--- src/rtl/ecc_point_pkg.sv ---
// ecc_point_pkg: field-op codes, register-file indices, microinstruction format, sequence bounds, FSM states
package ecc_point_pkg;
    localparam logic [1:0] OP_ADD = 2'd0;
    localparam logic [1:0] OP_SUB = 2'd1;
    localparam logic [1:0] OP_MUL = 2'd2;
    localparam logic [1:0] OP_DIV = 2'd3;
    localparam int RF_N = 10;
    localparam logic [3:0] R_X1 = 4'd0;
    localparam logic [3:0] R_Y1 = 4'd1;
    localparam logic [3:0] R_X2 = 4'd2;
    localparam logic [3:0] R_Y2 = 4'd3;
    localparam logic [3:0] R_A  = 4'd4;
    localparam logic [3:0] R_L  = 4'd5;
    localparam logic [3:0] R_T0 = 4'd6;
    localparam logic [3:0] R_T1 = 4'd7;
    localparam logic [3:0] R_X3 = 4'd8;
    localparam logic [3:0] R_Y3 = 4'd9;
    localparam int UI_W = 14;
    localparam logic [4:0] ADD_PC  = 5'd0;
    localparam logic [4:0] ADD_LEN = 5'd9;
    localparam logic [4:0] DBL_PC  = 5'd9;
    localparam logic [4:0] DBL_LEN = 5'd12;
    localparam logic [4:0] ADD_END = ADD_PC + ADD_LEN - 5'd1;
    localparam logic [4:0] DBL_END = DBL_PC + DBL_LEN - 5'd1;
    typedef struct packed {
        logic [1:0] op;
        logic [3:0] a;
        logic [3:0] b;
        logic [3:0] d;
    } uinst_t;
    typedef enum logic [2:0] {S_IDLE, S_CHECK, S_ISSUE, S_WAIT, S_FINISH} state_t;
endpackage

--- src/rtl/ecc_point_ucode_rom.sv ---
// ecc_point_ucode_rom: pc -> microinstruction {op,srcA,srcB,dst}; add sequence at 0..8, double at 9..20
module ecc_point_ucode_rom
    import ecc_point_pkg::*;
(
    input  logic [4:0] pc,
    output uinst_t     ui
);
    always_comb begin
        ui = '0;
        case (pc)
            5'd0:  ui = '{OP_SUB, R_Y2, R_Y1, R_T0};
            5'd1:  ui = '{OP_SUB, R_X2, R_X1, R_T1};
            5'd2:  ui = '{OP_DIV, R_T0, R_T1, R_L};
            5'd3:  ui = '{OP_MUL, R_L,  R_L,  R_T0};
            5'd4:  ui = '{OP_SUB, R_T0, R_X1, R_T0};
            5'd5:  ui = '{OP_SUB, R_T0, R_X2, R_X3};
            5'd6:  ui = '{OP_SUB, R_X1, R_X3, R_T1};
            5'd7:  ui = '{OP_MUL, R_L,  R_T1, R_T1};
            5'd8:  ui = '{OP_SUB, R_T1, R_Y1, R_Y3};
            5'd9:  ui = '{OP_MUL, R_X1, R_X1, R_T0};
            5'd10: ui = '{OP_ADD, R_T0, R_T0, R_T1};
            5'd11: ui = '{OP_ADD, R_T1, R_T0, R_T0};
            5'd12: ui = '{OP_ADD, R_T0, R_A,  R_T0};
            5'd13: ui = '{OP_ADD, R_Y1, R_Y1, R_T1};
            5'd14: ui = '{OP_DIV, R_T0, R_T1, R_L};
            5'd15: ui = '{OP_MUL, R_L,  R_L,  R_T1};
            5'd16: ui = '{OP_SUB, R_T1, R_X1, R_T1};
            5'd17: ui = '{OP_SUB, R_T1, R_X1, R_X3};
            5'd18: ui = '{OP_SUB, R_X1, R_X3, R_T0};
            5'd19: ui = '{OP_MUL, R_L,  R_T0, R_T0};
            5'd20: ui = '{OP_SUB, R_T0, R_Y1, R_Y3};
            default: ui = '0;
        endcase
    end
endmodule

--- src/rtl/ecc_point_ctrl.sv ---
// ecc_point_ctrl: affine EC point add/double sequencer; request (i_start,i_dbl,operands) in, result (o_x3,o_y3,o_inf3,o_done) out, field-unit (o_fu_*, i_fu_*) side
module ecc_point_ctrl
    import ecc_point_pkg::*;
#(
    parameter int WIDTH = 32
) (
    input  logic             i_clk,
    input  logic             i_rst,
    input  logic             i_start,
    input  logic             i_dbl,
    input  logic [WIDTH-1:0] i_x1,
    input  logic [WIDTH-1:0] i_y1,
    input  logic [WIDTH-1:0] i_x2,
    input  logic [WIDTH-1:0] i_y2,
    input  logic [WIDTH-1:0] i_a,
    input  logic             i_inf1,
    input  logic             i_inf2,
    output logic             o_busy,
    output logic             o_done,
    output logic [WIDTH-1:0] o_x3,
    output logic [WIDTH-1:0] o_y3,
    output logic             o_inf3,
    output logic [1:0]       o_fu_op,
    output logic [WIDTH-1:0] o_fu_a,
    output logic [WIDTH-1:0] o_fu_b,
    output logic             o_fu_start,
    input  logic [WIDTH-1:0] i_fu_result,
    input  logic             i_fu_done
);
    logic [WIDTH-1:0] rf [0:RF_N-1];
    state_t state;
    logic [4:0] pc;
    logic dbl, inf1, inf2;
    uinst_t ui;
    logic act, cap, last, eqx, eqy, y0, sp, sp_inf;
    logic [4:0] sp_pc;
    logic [WIDTH-1:0] sp_x, sp_y;

    ecc_point_ucode_rom u_rom (.pc(pc), .ui(ui));

    // add/sub results are captured in the issue cycle itself; mul/div wait for i_fu_done
    always_comb begin
        act = state == S_ISSUE || state == S_WAIT;
        cap = (state == S_ISSUE && !ui.op[1]) || (state == S_WAIT && i_fu_done);
        last = pc == ADD_END || pc == DBL_END;
        eqx = rf[R_X1] == rf[R_X2];
        eqy = rf[R_Y1] == rf[R_Y2];
        y0 = rf[R_Y1] == '0;
        sp = inf1 || (dbl ? y0 : (inf2 || (eqx && !eqy)));
        // only meaningful when sp is set: a non-inf1 add special case is inf unless it was the inf2 pass-through
        sp_inf = inf1 ? (dbl || inf2) : (dbl ? y0 : !inf2);
        sp_x = sp_inf ? '0 : (inf1 ? rf[R_X2] : rf[R_X1]);
        sp_y = sp_inf ? '0 : (inf1 ? rf[R_Y2] : rf[R_Y1]);
        sp_pc = (dbl || eqx) ? DBL_PC : ADD_PC;
    end

    // fu operands come straight from the register file, which is untouched while waiting, so they stay stable
    assign o_fu_start = state == S_ISSUE;
    assign o_fu_op = act ? ui.op : '0;
    assign o_fu_a = act ? rf[ui.a] : '0;
    assign o_fu_b = act ? rf[ui.b] : '0;

    always_ff @(posedge i_clk or negedge i_rst) begin
        if (!i_rst) begin
            state <= S_IDLE;
            pc <= '0;
            dbl <= 1'b0;
            inf1 <= 1'b0;
            inf2 <= 1'b0;
            for (int i = 0; i < RF_N; i++) rf[i] <= '0;
            o_busy <= 1'b0;
            o_done <= 1'b0;
            o_x3 <= '0;
            o_y3 <= '0;
            o_inf3 <= 1'b0;
        end else begin
            case (state)
                S_IDLE: if (i_start) begin
                    rf[R_X1] <= i_x1;
                    rf[R_Y1] <= i_y1;
                    rf[R_X2] <= i_x2;
                    rf[R_Y2] <= i_y2;
                    rf[R_A] <= i_a;
                    dbl <= i_dbl;
                    inf1 <= i_inf1;
                    inf2 <= i_inf2;
                    o_busy <= 1'b1;
                    state <= S_CHECK;
                end
                S_CHECK: if (sp) begin
                    o_x3 <= sp_x;
                    o_y3 <= sp_y;
                    o_inf3 <= sp_inf;
                    o_done <= 1'b1;
                    state <= S_FINISH;
                end else begin
                    pc <= sp_pc;
                    state <= S_ISSUE;
                end
                S_ISSUE, S_WAIT: if (cap) begin
                    rf[ui.d] <= i_fu_result;
                    if (last) begin
                        // forward the final write, which lands in the same edge
                        o_x3 <= ui.d == R_X3 ? i_fu_result : rf[R_X3];
                        o_y3 <= ui.d == R_Y3 ? i_fu_result : rf[R_Y3];
                        o_inf3 <= 1'b0;
                        o_done <= 1'b1;
                        state <= S_FINISH;
                    end else begin
                        pc <= pc + 5'd1;
                        state <= S_ISSUE;
                    end
                end else if (state == S_ISSUE) state <= S_WAIT;
                S_FINISH: begin
                    o_done <= 1'b0;
                    o_busy <= 1'b0;
                    state <= S_IDLE;
                end
                default: state <= S_IDLE;
            endcase
        end
    end
endmodule

--- config.mk ---
export PLATFORM = sky130hd
export DESIGN_NAME = ecc_point_ctrl
export DESIGN_NICKNAME = d
export VERILOG_FILES = /design/src/rtl/ecc_point_pkg.sv /design/src/rtl/ecc_point_ucode_rom.sv /design/src/rtl/ecc_point_ctrl.sv
export SDC_FILE = /design/constraint.sdc
export NUM_CORES = 1
export LEC_CHECK = 0
export CORE_ASPECT_RATIO = 0.5
export CORE_MARGIN = 4
export CORE_UTILIZATION = 52
export CTS_BUF_LIST = sky130_fd_sc_hd__clkbuf_4
export DETAILED_ROUTE_END_ITERATION = 8
export PLACE_DENSITY = 0.79
export SLEW_MARGIN = 10
export SYNTH_ARGS = -nofsm -noshare
export SYNTH_HDL_FRONTEND = slang
export SYNTH_HIERARCHICAL = 1
export SYNTH_SLANG_ARGS = --single-unit
--- constraint.sdc ---
create_clock -name i_clk -period 3.3 [get_ports i_clk]
set_clock_uncertainty 0.1 [all_clocks]
set_input_delay 0.495 -clock i_clk [delete_from_list [all_inputs] [get_ports i_clk]]
set_output_delay 0.495 -clock i_clk [all_outputs]
set_load 0.01 [all_outputs]
==> summary.md <==
| Metric | Value |
|---|---|
| Run status | finished, violations left |
| Violated checks | slew limit, setup timing |
| Count of port buffers added during placement | 332 |
| Final HPWL from detailed placement | 67,500 um |
| Crit Path Category | register to output pin |
| Area of the multi-input gates | 14,500 um^2 |
| Most frequent cells after synthesis | 398 x sky130_fd_sc_hd__dfrtp_1, 221 x sky130_fd_sc_hd__mux2_2, 199 x sky130_fd_sc_hd__mux2i_1 |
| Synth Area in Simple Gates | 7.26% |
| Area of all sequential standard cells | 9970 um^2 |
| Slew at the pin closest to its max-slew limit | 1.66 ns |
| Number of global-route vias before repair | 22,702 |
| Placer Congestion | 0.985 |
| Proportion of netlist area held by the largest area contributor | 39.5% |
| Synthesized area divided by synthesized cell count | 11.1 um^2 |
| Floorplan die area | 52,200 um^2 |
| Largest stage delay, worst path | 0.43 ns |
| Worst path arrival time | 3.69 ns |
| First-pass iteration count of the detailed router | 9 |
| Antenna Nets Post-Route | 0 |
| Setup crit end kind | output pin |
| Sequential share of the synthesized area | 39.5% |
| Total nets after synthesis | 2,480 |
| Nature of the critical path startpoint | register |
| Gr usage total | 36.7% |
| Final number of max-transition violations | 33 |
| Largest family of logic cells by synthesized area | multiplexers |
| Count of boundary I/O pins | 333 |
| Core Rows | 56 |
| Share of the synthesized area in compound gates (AO/OA/AOI/OAI) | 16.4% |
| Main area contributors after synthesis | sky130_fd_sc_hd__dfrtp_1 40%, sky130_fd_sc_hd__mux4_2 11%, sky130_fd_sc_hd__mux2_2 9.9% |
| Area growth, synth to finish | 31.4% |
| Final min period | 4.29 ns |
| CTS Root Cell | sky130_fd_sc_hd__clkbuf_4 |
| Proportion of synthesized area in mux cells | 29.5% |
| Grt ovf | 0 |
| Share of synthesized flip-flops with an asynchronous set or reset | 100% |
| Ys flop type | sky130_fd_sc_hd__dfrtp_1 |
| H-tree depth | 3 |
| Later-pin clock latency in the skew report | 0.88 ns |
| Gate Count Post-Synth | 2,271 |
| Filler Cell Count | 3,443 |
| Total length of routed wires | 103,000 um |
| Initial Utilization | 53.2% |
| Share of layout cells above drive strength 1 | 33.1% |
| Cell area after technology mapping | 25,200 um^2 |
| Mean number of vias per cell | 6.92 |
| Clock-pin slew on the worst setup and hold paths | 0.08 ns |
| Slowest stage cell on the critical path | sky130_fd_sc_hd__dfrtp_1 |
| Post-detailed-route DRC marker count | 0 |
| Slew margin rel. | -11.0% |
| Path class of the lowest-slack min-delay path | input port to async pin |
| Most frequent cell on the critical path | sky130_fd_sc_hd__buf_4 |
| Nets@finish | 2,953 |
| Setup TNS after final layout | -58.67 ns |
| Synth Register Bits | 398 |
| Max_cap viols | 0 |
| Period utilisation layout | 130% |
| Dpl cells | 3,185 |
| TritonCTS clock tree | built |
| Core area | 47,400 um^2 |
| Worst Setup Slack, final | -0.986 ns |
| Final count of negative-setup-slack endpoints | 64 |
| Number of enable-type register cells in the synthesized netlist | 0 |
| Wirelength per Cell | 30.0 um |
| Floorplan die height | 164 um |
| Inserted Clock Buffers | 95 |
| Cell area after placement | 30,600 um^2 |
| Cell area power density | 1220 nW/um^2 |
| Maximum operating frequency | 0.233 GHz |
| Die Width | 319 um |
| Clock sinks | 398 |
| Largest net degree at the start of global routing | 82 |
| Buffer depth of the longest clock path | 3 |
| Cell type contributing the most total cell area after synthesis | sky130_fd_sc_hd__dfrtp_1 |
| Required time worst endpoint | 2.70 ns |
| Post-route design area | 33,100 um^2 |
| Setup repair after global routing missed its margin | yes |
| Antenna violations before repair | 4 |
| Non-filler cells, final | 3,449 |
| Hold Vio Cnt, Final | 0 |
| Adder-cell share of the synthesized area | 0.497% |
| Total vias in the final route | 23,870 |
| Maximum vdd ir drop | 0.747 mV |
| Wire length of the first global-routing pass | 144,000 um |
| LEAKAGE | 14.1 nW |
| Worst-path cell chain | inv_2 > buf_4 > buf_4 > ha_4 > buf_4 > nand2_2 > or3b_1 > o211ai_1 > buf_4 > clkbuf_16 > buf_6 > mux2i_1 > o22a_2 > nor2_2 > buf_2 |
| Synth cell types | 51 |
| Number of warning messages in the yosys log | 6 |
| Xor/xnor cell area share of the yosys netlist | 2.26% |
| Peak fanout along the critical path | 6 |
| Worst hold-check slack | 0.116 ns |
| Most repeated cell in the gate-level netlist after synthesis | sky130_fd_sc_hd__dfrtp_1 |
| Initial drt markers | 3,847 |
==> where the power goes <==
| group | total [W] | switching (W) | internal, W |
|---|---|---|---|
| Clock | 0.00411 | 0.00219 | 0.00192 |
| Combinational | 0.0268 | 0.0135 | 0.0133 |
| Sequential | 0.00934 | 0.00251 | 0.00683 |
| Total | 0.0403 | 0.0182 | 0.0220 |
==> worst max-delay path: cells and delay by family (launching register included) <==
| kind | cells | cell delay (ns) |
|---|---|---|
| compound gates | 2 | 0.41 |
| fa+ha+maj | 1 | 0.16 |
| buf+inv | 8 | 1.17 |
| flops | 1 | 0.43 |
| mux | 1 | 0.18 |
| simple gates | 3 | 0.50 |
==> metrics by stage <==
step | worst slack, ns | utilization, % | power [W]
CTS | -1.01 | 68.1 | 0.0373
global route | -1.11 | 69.9 | 0.0416
global placement | -0.380 | 64.5 | 0.0315
detailed placement | -0.426 | 64.5 | 0.0320
finish | -0.986 | 69.9 | 0.0403
floorplan | 0.00392 | - | 0.0225
==> layout make-up <==
cell class | count | share of cell area [%]
Tap cell | 638 | 2.41
Sequential cell | 398 | 30.1
Clock buffer | 133 | 3.02
Timing Repair Buffer | 635 | 20.1
Inverter | 10 | 0.113
Antenna cell | 7 | 0.0529
Multi-Input combinational cell | 1604 | 43.8
Clock inverter | 24 | 0.401
==> placed cells by master, fill, tap and decap left out, drive strengths merged, types with 2 or more instances in the layout <==
cell,count
clkdlybuf4s50,265
or2,2
nor2,85
mux2,228
o22ai,5
nor4,26
o22a,64
nor3,10
dfrtp,398
buf,353
and2,2
xor2,65
o21ai,175
nor2b,67
a211oi,131
nand2b,8
diode,7
a32oi,160
o21bai,2
and3,3
a21o,3
ha,10
o31ai,4
a21oi,18
o211ai,3
nand3,4
inv,11
clkinv,20
mux2i,199
nand3b,2
clkbuf,148
mux4,128
clkinvlp,2
nand2,177
nand4,7
==> sequential cells by signal, indices dropped and copies added, names as in the netlist <==
name / count
dbl: 1
inf1: 1
inf2: 1
o_busy: 1
o_done: 1
o_inf3: 1
o_x3: 32
o_y3: 32
pc: 5
rf: 320
state: 3
==> logic make-up after synthesis <==
logic type,after synthesis
multiplexers,555
AO/OA/AOI/OAI,575
AND/OR/NAND/NOR,398
XOR/XNOR,65
adder cells (fa/ha/maj),10
other,1
flip-flops,398
buffers and inverters,269
==> final timing paths <==
kind                                from    endpoint  slack [ns]  cells after the start
worst max-delay path               pc[0]  o_fu_a[11]       -0.99                     15
worst min-delay path               i_rst     o_y3[2]        0.12                      2
worst max register to register   rf[233]    o_x3[15]        0.01                      9
worst min register to register   o_x3[4]     o_x3[4]        0.40                      1
max in group asynchronous          i_rst    o_x3[15]        2.07                      3
min in group i_clk              i_x2[28]     rf[252]        0.17                      3
==> metal layers <==
metal,vias up,track usage [%],share of wire [%]
met5,-,0,0.071
met4,2,16.9,5.7
met3,435,12.2,15
met2,1882,54.4,43
met1,11830,49.0,37
li1,9721,-,-
==> what timing repair did <==
| action | 4_1_cts | 5_1_grt |
|---|---|---|
| setup endpoints to repair | 66 | 401 |
| hold endpoints to repair | 131 | 0 |
| setup buffers | 47 | 36 |
| resized for setup | 340 | 72 |
| hold buffers | 1 | 0 |
| pin swaps | 42 | 32 |
| gates cloned | 6 | 16 |
Note: power is estimated with default switching activity, not from simulation.
